<file path="src/rtl/codec_reg_init_seq.sv">
// Codec register-initialisation sequencer: walks an addr/data table and issues one
// iic_com write per entry, with retry on timeout, inter-write gap and run status.
module codec_reg_init_seq #(
  parameter int NUM_REGS    = 10,
  parameter int ADDR_W      = 8,
  parameter int DATA_W      = 8,
  parameter int PASSES      = 1,
  parameter int GAP_CYCLES  = 16,
  parameter int TIMEOUT_CYC = 65535,
  parameter int MAX_RETRY   = 3,
  parameter int AUTO_START  = 1
) (
  input  logic              CLK,
  input  logic              RST,
  input  logic              Go,
  input  logic              Tbl_We,
  input  logic [3:0]        Tbl_Idx,
  input  logic [ADDR_W-1:0] Tbl_Addr,
  input  logic [DATA_W-1:0] Tbl_Data,
  output logic [1:0]        Start_Sig,
  output logic [ADDR_W-1:0] Addr_Sig,
  output logic [DATA_W-1:0] WrData,
  input  logic              Done_Sig,
  output logic              Busy,
  output logic              Done,
  output logic              Err,
  output logic [3:0]        Err_Idx,
  output logic [9:0]        Pass_Cnt
);

  localparam int GAP_W = $clog2(GAP_CYCLES + 1);

  typedef enum logic [2:0] {
    S_IDLE, S_LOAD, S_REQ, S_GAP, S_NEXT, S_FIN
  } state_t;

  // Power-on codec table: {addr[15:8], data[7:0]}.
  function automatic logic [15:0] dflt_entry(input int i);
    case (i)
      0:       dflt_entry = 16'h0017;
      1:       dflt_entry = 16'h0217;
      2:       dflt_entry = 16'h047f;
      3:       dflt_entry = 16'h067f;
      4:       dflt_entry = 16'h0815;
      5:       dflt_entry = 16'h0a06;
      6:       dflt_entry = 16'h0c00;
      7:       dflt_entry = 16'h0e40;
      8:       dflt_entry = 16'h1000;
      9:       dflt_entry = 16'h1201;
      default: dflt_entry = 16'h0000;
    endcase
  endfunction

  state_t              state_reg, state_next;
  logic [3:0]          idx_reg, idx_next;
  logic [3:0]          retry_reg, retry_next;
  logic [9:0]          pass_reg, pass_next;
  logic [16:0]         timer_reg, timer_next;
  logic [GAP_W-1:0]    gap_reg, gap_next;
  logic                redo_reg, redo_next;
  logic                start_reg, start_next;
  logic [ADDR_W-1:0]   addr_reg, addr_next;
  logic [DATA_W-1:0]   data_reg, data_next;
  logic                busy_reg, busy_next;
  logic                done_reg, done_next;
  logic                err_reg, err_next;
  logic [3:0]          err_idx_reg, err_idx_next;
  logic                auto_reg, auto_next;

  logic [ADDR_W-1:0]   tbl_addr [16];
  logic [DATA_W-1:0]   tbl_data [16];
  logic                tbl_wr;

  // Table edits are only accepted while idle and for indices inside the table.
  assign tbl_wr = Tbl_We && !busy_reg && ({1'b0, Tbl_Idx} < 5'(NUM_REGS));

  genvar gi;
  generate
    for (gi = 0; gi < 16; gi++) begin : g_tbl
      localparam logic [15:0] DFLT = dflt_entry(gi);
      logic [ADDR_W-1:0] addr_reg;
      logic [DATA_W-1:0] data_reg;

      always_ff @(posedge CLK) begin
        if (RST) begin
          addr_reg <= ADDR_W'(DFLT[15:8]);
          data_reg <= DATA_W'(DFLT[7:0]);
        end else if (tbl_wr && (Tbl_Idx == 4'(gi))) begin
          addr_reg <= Tbl_Addr;
          data_reg <= Tbl_Data;
        end
      end

      assign tbl_addr[gi] = addr_reg;
      assign tbl_data[gi] = data_reg;
    end
  endgenerate

  always_ff @(posedge CLK) begin
    if (RST) begin
      state_reg   <= S_IDLE;
      idx_reg     <= '0;
      retry_reg   <= '0;
      pass_reg    <= '0;
      timer_reg   <= '0;
      gap_reg     <= '0;
      redo_reg    <= 1'b0;
      start_reg   <= 1'b0;
      addr_reg    <= '0;
      data_reg    <= '0;
      busy_reg    <= 1'b0;
      done_reg    <= 1'b0;
      err_reg     <= 1'b0;
      err_idx_reg <= '0;
      auto_reg    <= (AUTO_START != 0);
    end else begin
      state_reg   <= state_next;
      idx_reg     <= idx_next;
      retry_reg   <= retry_next;
      pass_reg    <= pass_next;
      timer_reg   <= timer_next;
      gap_reg     <= gap_next;
      redo_reg    <= redo_next;
      start_reg   <= start_next;
      addr_reg    <= addr_next;
      data_reg    <= data_next;
      busy_reg    <= busy_next;
      done_reg    <= done_next;
      err_reg     <= err_next;
      err_idx_reg <= err_idx_next;
      auto_reg    <= auto_next;
    end
  end

  always_comb begin
    state_next   = state_reg;
    idx_next     = idx_reg;
    retry_next   = retry_reg;
    pass_next    = pass_reg;
    timer_next   = timer_reg;
    gap_next     = gap_reg;
    redo_next    = redo_reg;
    start_next   = start_reg;
    addr_next    = addr_reg;
    data_next    = data_reg;
    busy_next    = busy_reg;
    done_next    = 1'b0;
    err_next     = err_reg;
    err_idx_next = err_idx_reg;
    auto_next    = auto_reg;

    case (state_reg)
      S_IDLE: begin
        busy_next = 1'b0;
        if (Go || auto_reg) begin
          state_next   = S_LOAD;
          idx_next     = '0;
          pass_next    = '0;
          retry_next   = '0;
          err_next     = 1'b0;
          err_idx_next = '0;
          busy_next    = 1'b1;
          auto_next    = 1'b0;
        end
      end
      S_LOAD: begin
        addr_next  = tbl_addr[idx_reg];
        data_next  = tbl_data[idx_reg];
        timer_next = '0;
        state_next = S_REQ;
      end
      S_REQ: begin
        // First REQ cycle only raises the request; Done_Sig counts once it is high.
        if (!start_reg) begin
          start_next = 1'b1;
          timer_next = '0;
        end else begin
          timer_next = timer_reg + 17'd1;
          if (Done_Sig) begin
            start_next = 1'b0;
            retry_next = '0;
            redo_next  = 1'b0;
            gap_next   = '0;
            state_next = S_GAP;
          end else if (timer_reg == 17'(TIMEOUT_CYC - 1)) begin
            start_next = 1'b0;
            if (retry_reg < 4'(MAX_RETRY)) begin
              retry_next = retry_reg + 4'd1;
              redo_next  = 1'b1;
              gap_next   = '0;
              state_next = S_GAP;
            end else begin
              err_next     = 1'b1;
              err_idx_next = idx_reg;
              state_next   = S_FIN;
            end
          end
        end
      end
      S_GAP: begin
        gap_next = gap_reg + 1'b1;
        if (gap_reg == GAP_W'(GAP_CYCLES - 1)) begin
          state_next = redo_reg ? S_LOAD : S_NEXT;
        end
      end
      S_NEXT: begin
        if (idx_reg < 4'(NUM_REGS - 1)) begin
          idx_next   = idx_reg + 4'd1;
          state_next = S_LOAD;
        end else begin
          pass_next = pass_reg + 10'd1;
          idx_next  = '0;
          if ((pass_reg + 10'd1) == 10'(PASSES)) begin
            state_next = S_FIN;
          end else begin
            state_next = S_LOAD;
          end
        end
      end
      S_FIN: begin
        done_next  = 1'b1;
        busy_next  = 1'b0;
        state_next = S_IDLE;
      end
      default: state_next = S_IDLE;
    endcase
  end

  assign Start_Sig = {1'b0, start_reg};
  assign Addr_Sig  = addr_reg;
  assign WrData    = data_reg;
  assign Busy      = busy_reg;
  assign Done      = done_reg;
  assign Err       = err_reg;
  assign Err_Idx   = err_idx_reg;
  assign Pass_Cnt  = pass_reg;

endmodule
</file>
<file path="config.mk">
export PLATFORM = sky130hd
export DESIGN_NAME = codec_reg_init_seq
export DESIGN_NICKNAME = d
export VERILOG_FILES = /design/src/rtl/codec_reg_init_seq.sv
export SDC_FILE = /design/constraint.sdc
export NUM_CORES = 1
export LEC_CHECK = 0
export ABC_CLOCK_PERIOD_IN_PS = 3740
export BUFFER_PORTS_ARGS = -buffer_cell sky130_fd_sc_hd__buf_4
export CELL_PAD_IN_SITES_DETAIL_PLACEMENT = 0
export CELL_PAD_IN_SITES_GLOBAL_PLACEMENT = 2
export CORE_MARGIN = 2
export CORE_UTILIZATION = 39
export CTS_CLUSTER_SIZE = 10
export DETAILED_ROUTE_END_ITERATION = 10
export PLACE_DENSITY = 0.86
export SETUP_SLACK_MARGIN = 0.3
export SYNTH_ARGS = -nofsm -noshare
export SYNTH_HDL_FRONTEND = slang
export SYNTH_SLANG_ARGS = --single-unit
export TNS_END_PERCENT = 1
</file>
<file path="constraint.sdc">
create_clock -name CLK -period 3.74 [get_ports CLK]
set_input_delay 0.561 -clock CLK [delete_from_list [all_inputs] [get_ports CLK]]
set_output_delay 0.561 -clock CLK [all_outputs]
set_load 0.05 [all_outputs]
</file>
* Word level (Yosys, flattened, before mapping)
Cells that the tools add are included.
** Cells by class
- $add $sub $neg :: 5
- Bitwise gates (word level) :: 1
- Order comparisons :: 4
- Equality and inequality tests :: 32
- Muxes and demuxes :: 54
- Reductions and logical operators :: 37
** Operator list (count)
- binary-select mux 8 bit (select 4 bit) :: 2
- 2-to-1 mux 4 bit :: 10
- case mux 17 bit (2 select lines) :: 1
- equality test 4 bit (second input constant) :: 8
- 2-to-1 mux 8 bit :: 4
- 2-to-1 mux 3 bit :: 9
- case mux 4 bit (2 select lines) :: 3
- 2-to-1 mux 10 bit :: 2
- 2-to-1 mux 5 bit :: 4
- case mux 10 bit (2 select lines) :: 1
- logical AND 1 bit :: 18
- adder 17 x 1 -> 17 bit (second input constant) :: 1
- equality test 17 x 16 -> 1 bit (second input constant) :: 1
- 2-to-1 mux 17 bit :: 1
- equality test 4 x 3 -> 1 bit (second input constant) :: 4
- case mux 3 bit (5 select lines) :: 1
- != test 2 bit (second input constant) :: 7
- nonzero test 2 bit :: 7
- 2-to-1 mux 1 bit :: 13
- AND reduction 4 bit :: 3
- adder 10 x 1 -> 10 bit (second input constant) :: 1
- equality test 10 x 1 -> 1 bit (second input constant) :: 1
- case mux 5 bit (2 select lines) :: 1
- adder 4 x 1 -> 4 bit (second input constant) :: 2
- 21 further kinds :: 28
** Word-level totals
- Logic and storage cells :: 180
- Input port bits :: 25
- Bits in registers :: 325
- Output and inout port bits :: 35

* Depth between registers and ports, before layout
- Depth in word-level cells :: 6
- Depth in mapped cells :: 12
- Mapped depth without buffers :: 7

* Worst setup path before layout
Ideal clock, no wire load.
- Path type :: reg-to-reg
- From :: reg idx_reg[0]
- To :: reg state_reg[2]
- Clock period less this slack :: 2608 ps
- Data required time :: 3660 ps
- Data arrival time :: 2528 ps
- Buffers on the path :: 4
- Stages on the path, launching flop included :: 12
- Library setup time :: 80 ps
- Setup slack :: 1132 ps
- Cell sequence :: dfxtp_1 clkbuf_1 buf_2 buf_2 buf_4 inv_1 ha_1 nand2b_1 and4_1 o2111ai_1 or4_1 a211oi_2
** Between the ends
- Word-level cells in the longest chain between the ends :: 3
** Ends and longest elaborated chain
- start: declaration :: line 55 : logic [3:0] idx_reg, idx_next;
- start signal: assignment :: line 118 : idx_reg <= idx_next;
- less-than comparator 4 bit :: line 207 : if (idx_reg < 4'(NUM_REGS - 1)) begin
- 2-to-1 mux 3 bit :: line 207
- case mux 3 bit (5 select lines) :: line 152 : case (state_reg)
- end signal: assignment :: line 117 : state_reg <= state_next;
- end: declaration :: line 54 : state_t state_reg, state_next;
No other way between the ends.
A chain may end at the register's enable or synchronous reset.

* Worst setup path in the final report
Ends and elaborated chain as after synthesis.

==> flow_summary.json <==
{
  "hold_violations": 0,
  "clock_skew_ns": 0.0168,
  "grt_start_max_net_pins": 131,
  "cts_made_buffers": 39,
  "cts.sinks": 325,
  "via_count": 10300,
  "syn_avg_cell_area_um2": 9.35,
  "async_flop_share_pct": 0,
  "crit_path_start_kind": "flop",
  "die_area_um2": 36600,
  "chipWidth_um": 191,
  "synth-seq-area-share_pct": 47.5,
  "hp-class": "in -> reg",
  "rows": 68,
  "combPwrFrac_pct": 11.3,
  "crit_type": "reg -> reg",
  "grt_pass1_vias": 9931,
  "fin_ws_ns": 1.24,
  "pwr-share-seq_pct": 46.3,
  "fmax_mhz": 401,
  "vias_per_cell": 5.36,
  "drtIter0Drc": 840,
  "worstSkewPairLatency_ns": 0.52,
  "status": "finished, final reports clean",
  "slew_headroom_pct": 22.1,
  "antennaDiodeCount": 0,
  "drc_errors": 0,
  "synthesis.area_um2": 13700,
  "switchingPower_mw": 2.10,
  "syn_nets": 1498,
  "synth_edf_count": 0,
  "slew_violations": 0,
  "grt_pass1_wl_um": 57300,
  "cts_buffer_depth": 3,
  "gp_congestion": 0.752,
  "cts_tree": "yes",
  "tns_ns": 0,
  "postCtsSetupBuffers": 0,
  "num_io_pins": 60,
  "post-route-min-period_ns": 2.50,
  "synth.distinct_cells": 70,
  "cp-end-kind": "flop",
  "cts_resized": 0,
  "wl_per_cell_um": 19.0,
  "nets": 1486,
  "overflow": 0,
  "clkPwrFrac_pct": 42.3,
  "power_density_nw_per_um2": 515,
  "period_share_pct": 66.7,
  "clk_pin_slew_ns": 0.05,
  "yosysWarnings": 0,
  "critical_path_required_ns": 4.17,
  "worst-path-max-fanout": 19,
  "clockRootBuffer": "clkbuf_16",
  "drt-pass1-iter-count": 5,
  "crit_arrival_ns": 2.93,
  "ctsHoldBuffers": 0,
  "drive_gt1_share_pct": 13.6,
  "dp_slack_ns": 1.17,
  "area_delta_synth_final_pct": 12.4,
  "start_util_pct": 39.6,
  "fp.coreArea_um2": 34500,
  "dpl.hpwl_um": 22100,
  "fin_area_um2": 15400,
  "syn_inst": 1464,
  "maxCapViolCount": 0,
  "dpl_cell_area_um2": 14300,
  "intPower_mw": 5.83,
  "portBuffers": 58,
  "vdd_ir_drop_max_v": 0.000298,
  "antenna_found_initial": 0,
  "rsz0062_at_grt": "no",
  "cts_max_level": 2,
  "ant_nets": 0,
  "dieHeight_um": 191,
  "p_sw_share_pct": 26.5,
  "yosys_register_bits": 325,
  "synthFlopType": "dfxtp_1",
  "wirelength_um": 36500,
  "tightest_slew_ns": 1.17,
  "final_cells": 1918,
  "final-setup-viol-count": 0,
  "dpl.cell_count": 1866,
  "grt_usage_pct": 20.0,
  "cellLeakagePower_nw": 5.52,
  "final_core_util_pct": 44.5
}
==> per-layer routing <==
| metal | track usage [%] | wire length (um) |
|---|---|---|
| met1 | 28.9 | 17700 |
| met2 | 31.2 | 16300 |
| met3 | 3.32 | 1860 |
| met4 | 4.67 | 665 |
| met5 | 0 | 0 |
==> final timing paths <==
check	cells after the start	startpoint	to	slack (ns)
worst min-delay path	2	Done_Sig	redo_reg	0.30
worst max-delay path	7	idx_reg[0]	state_reg[2]	1.24
worst min register to register	2	g_tbl[2].addr_reg[0]	g_tbl[2].addr_reg[0]	0.45
worst max register to register	7	idx_reg[0]	state_reg[2]	1.24
==> critical path: stages, from the launching register on <==
cell,delay (ns)
dfxtp_4,0.55
inv_1,0.12
ha_1,0.21
nand2b_1,0.14
and4_1,0.50
o2111ai_1,0.17
or4_1,0.51
a211oi_2,0.22
==> cell families after synthesis <==
kind of cell               count (synthesis)  synth area share (%)
xor gates and xnor gates                   4                 0.256
other                                      1                0.0274
muxes                                    113                  14.1
DFF                                      325                  47.5
adders and majority gates                  9                 0.823
buffers and inverters                    133                  4.08
and+or+nand+nor                          631                  22.7
AOI/OAI and AO/OA                        248                  10.4
==> cells in the final DEF (no fill, tap or decap), drive strengths merged, types with 14 or more instances in the layout <==
master  synthesis  final
buf            32     69
a31oi          15     15
nor2           65     65
mux4           64     64
mux2i          48     48
o21ai          40     40
dfxtp         325    325
nand3          14     14
clkbuf         90     51
and2           15     15
a21oi         149    149
nor3           16     16
nand2         325    325
nor2b         102    102
nand3b         44     44
==> through the flow <==
stage	hold slack (ns)	power (mW)
5_1_grt	0.310	8.23
4_1_cts	0.280	8.00
3_5_place_dp	0.445	4.64
6_report	0.303	7.93
3_3_place_gp	0.438	4.64
2_1_floorplan	0.427	4.35
==> layout make-up <==
type | count | area, um^2
clock buffer | 51 | 1080
clock inverter | 1 | 5.00
fill | 3370 | 19200
inverter | 11 | 41.3
multi-input combinational | 1006 | 6630
sequential | 325 | 6520
tap | 455 | 569
timing repair buffer | 69 | 538
==> synthesized netlist by cell type (all sizes together), types with 3 or more instances <==
| cell | n | area (um^2) |
|---|---|---|
| or2 | 3 | 18.8 |
| and3 | 10 | 62.6 |
| nor2 | 65 | 244 |
| nand2 | 325 | 1220 |
| nor3 | 16 | 80.1 |
| nor2b | 102 | 638 |
| and2 | 15 | 93.8 |
| a31oi | 15 | 93.8 |
| a41oi | 4 | 35.0 |
| and4 | 4 | 36.3 |
| a211o | 4 | 35.0 |
| nand4 | 6 | 52.6 |
| or3 | 3 | 20.0 |
| mux4 | 64 | 1440 |
| dfxtp | 325 | 6510 |
| mux2i | 48 | 480 |
| a21oi | 149 | 746 |
| nand4b | 4 | 35.0 |
| a211oi | 6 | 50.1 |
| a22oi | 3 | 22.5 |
| inv | 11 | 41.3 |
| ha | 9 | 113 |
| o21ai | 40 | 200 |
| buf | 32 | 179 |
| or4 | 5 | 41.3 |
| a311oi | 10 | 87.6 |
| clkbuf | 90 | 338 |
| nand3b | 44 | 330 |
| nand2b | 3 | 18.8 |
| nor4 | 3 | 33.8 |
| nand3 | 14 | 87.6 |
==> power by group through the flow <==
stage	Clock, mW	Combinational [mW]	Sequential [mW]
floorplan	0	0.604	3.75
global placement	0	0.898	3.75
detailed placement	0	0.900	3.74
CTS	3.43	0.903	3.67
global route	3.56	0.987	3.68
finish	3.36	0.898	3.67
(Power assumes the default switching activity.)
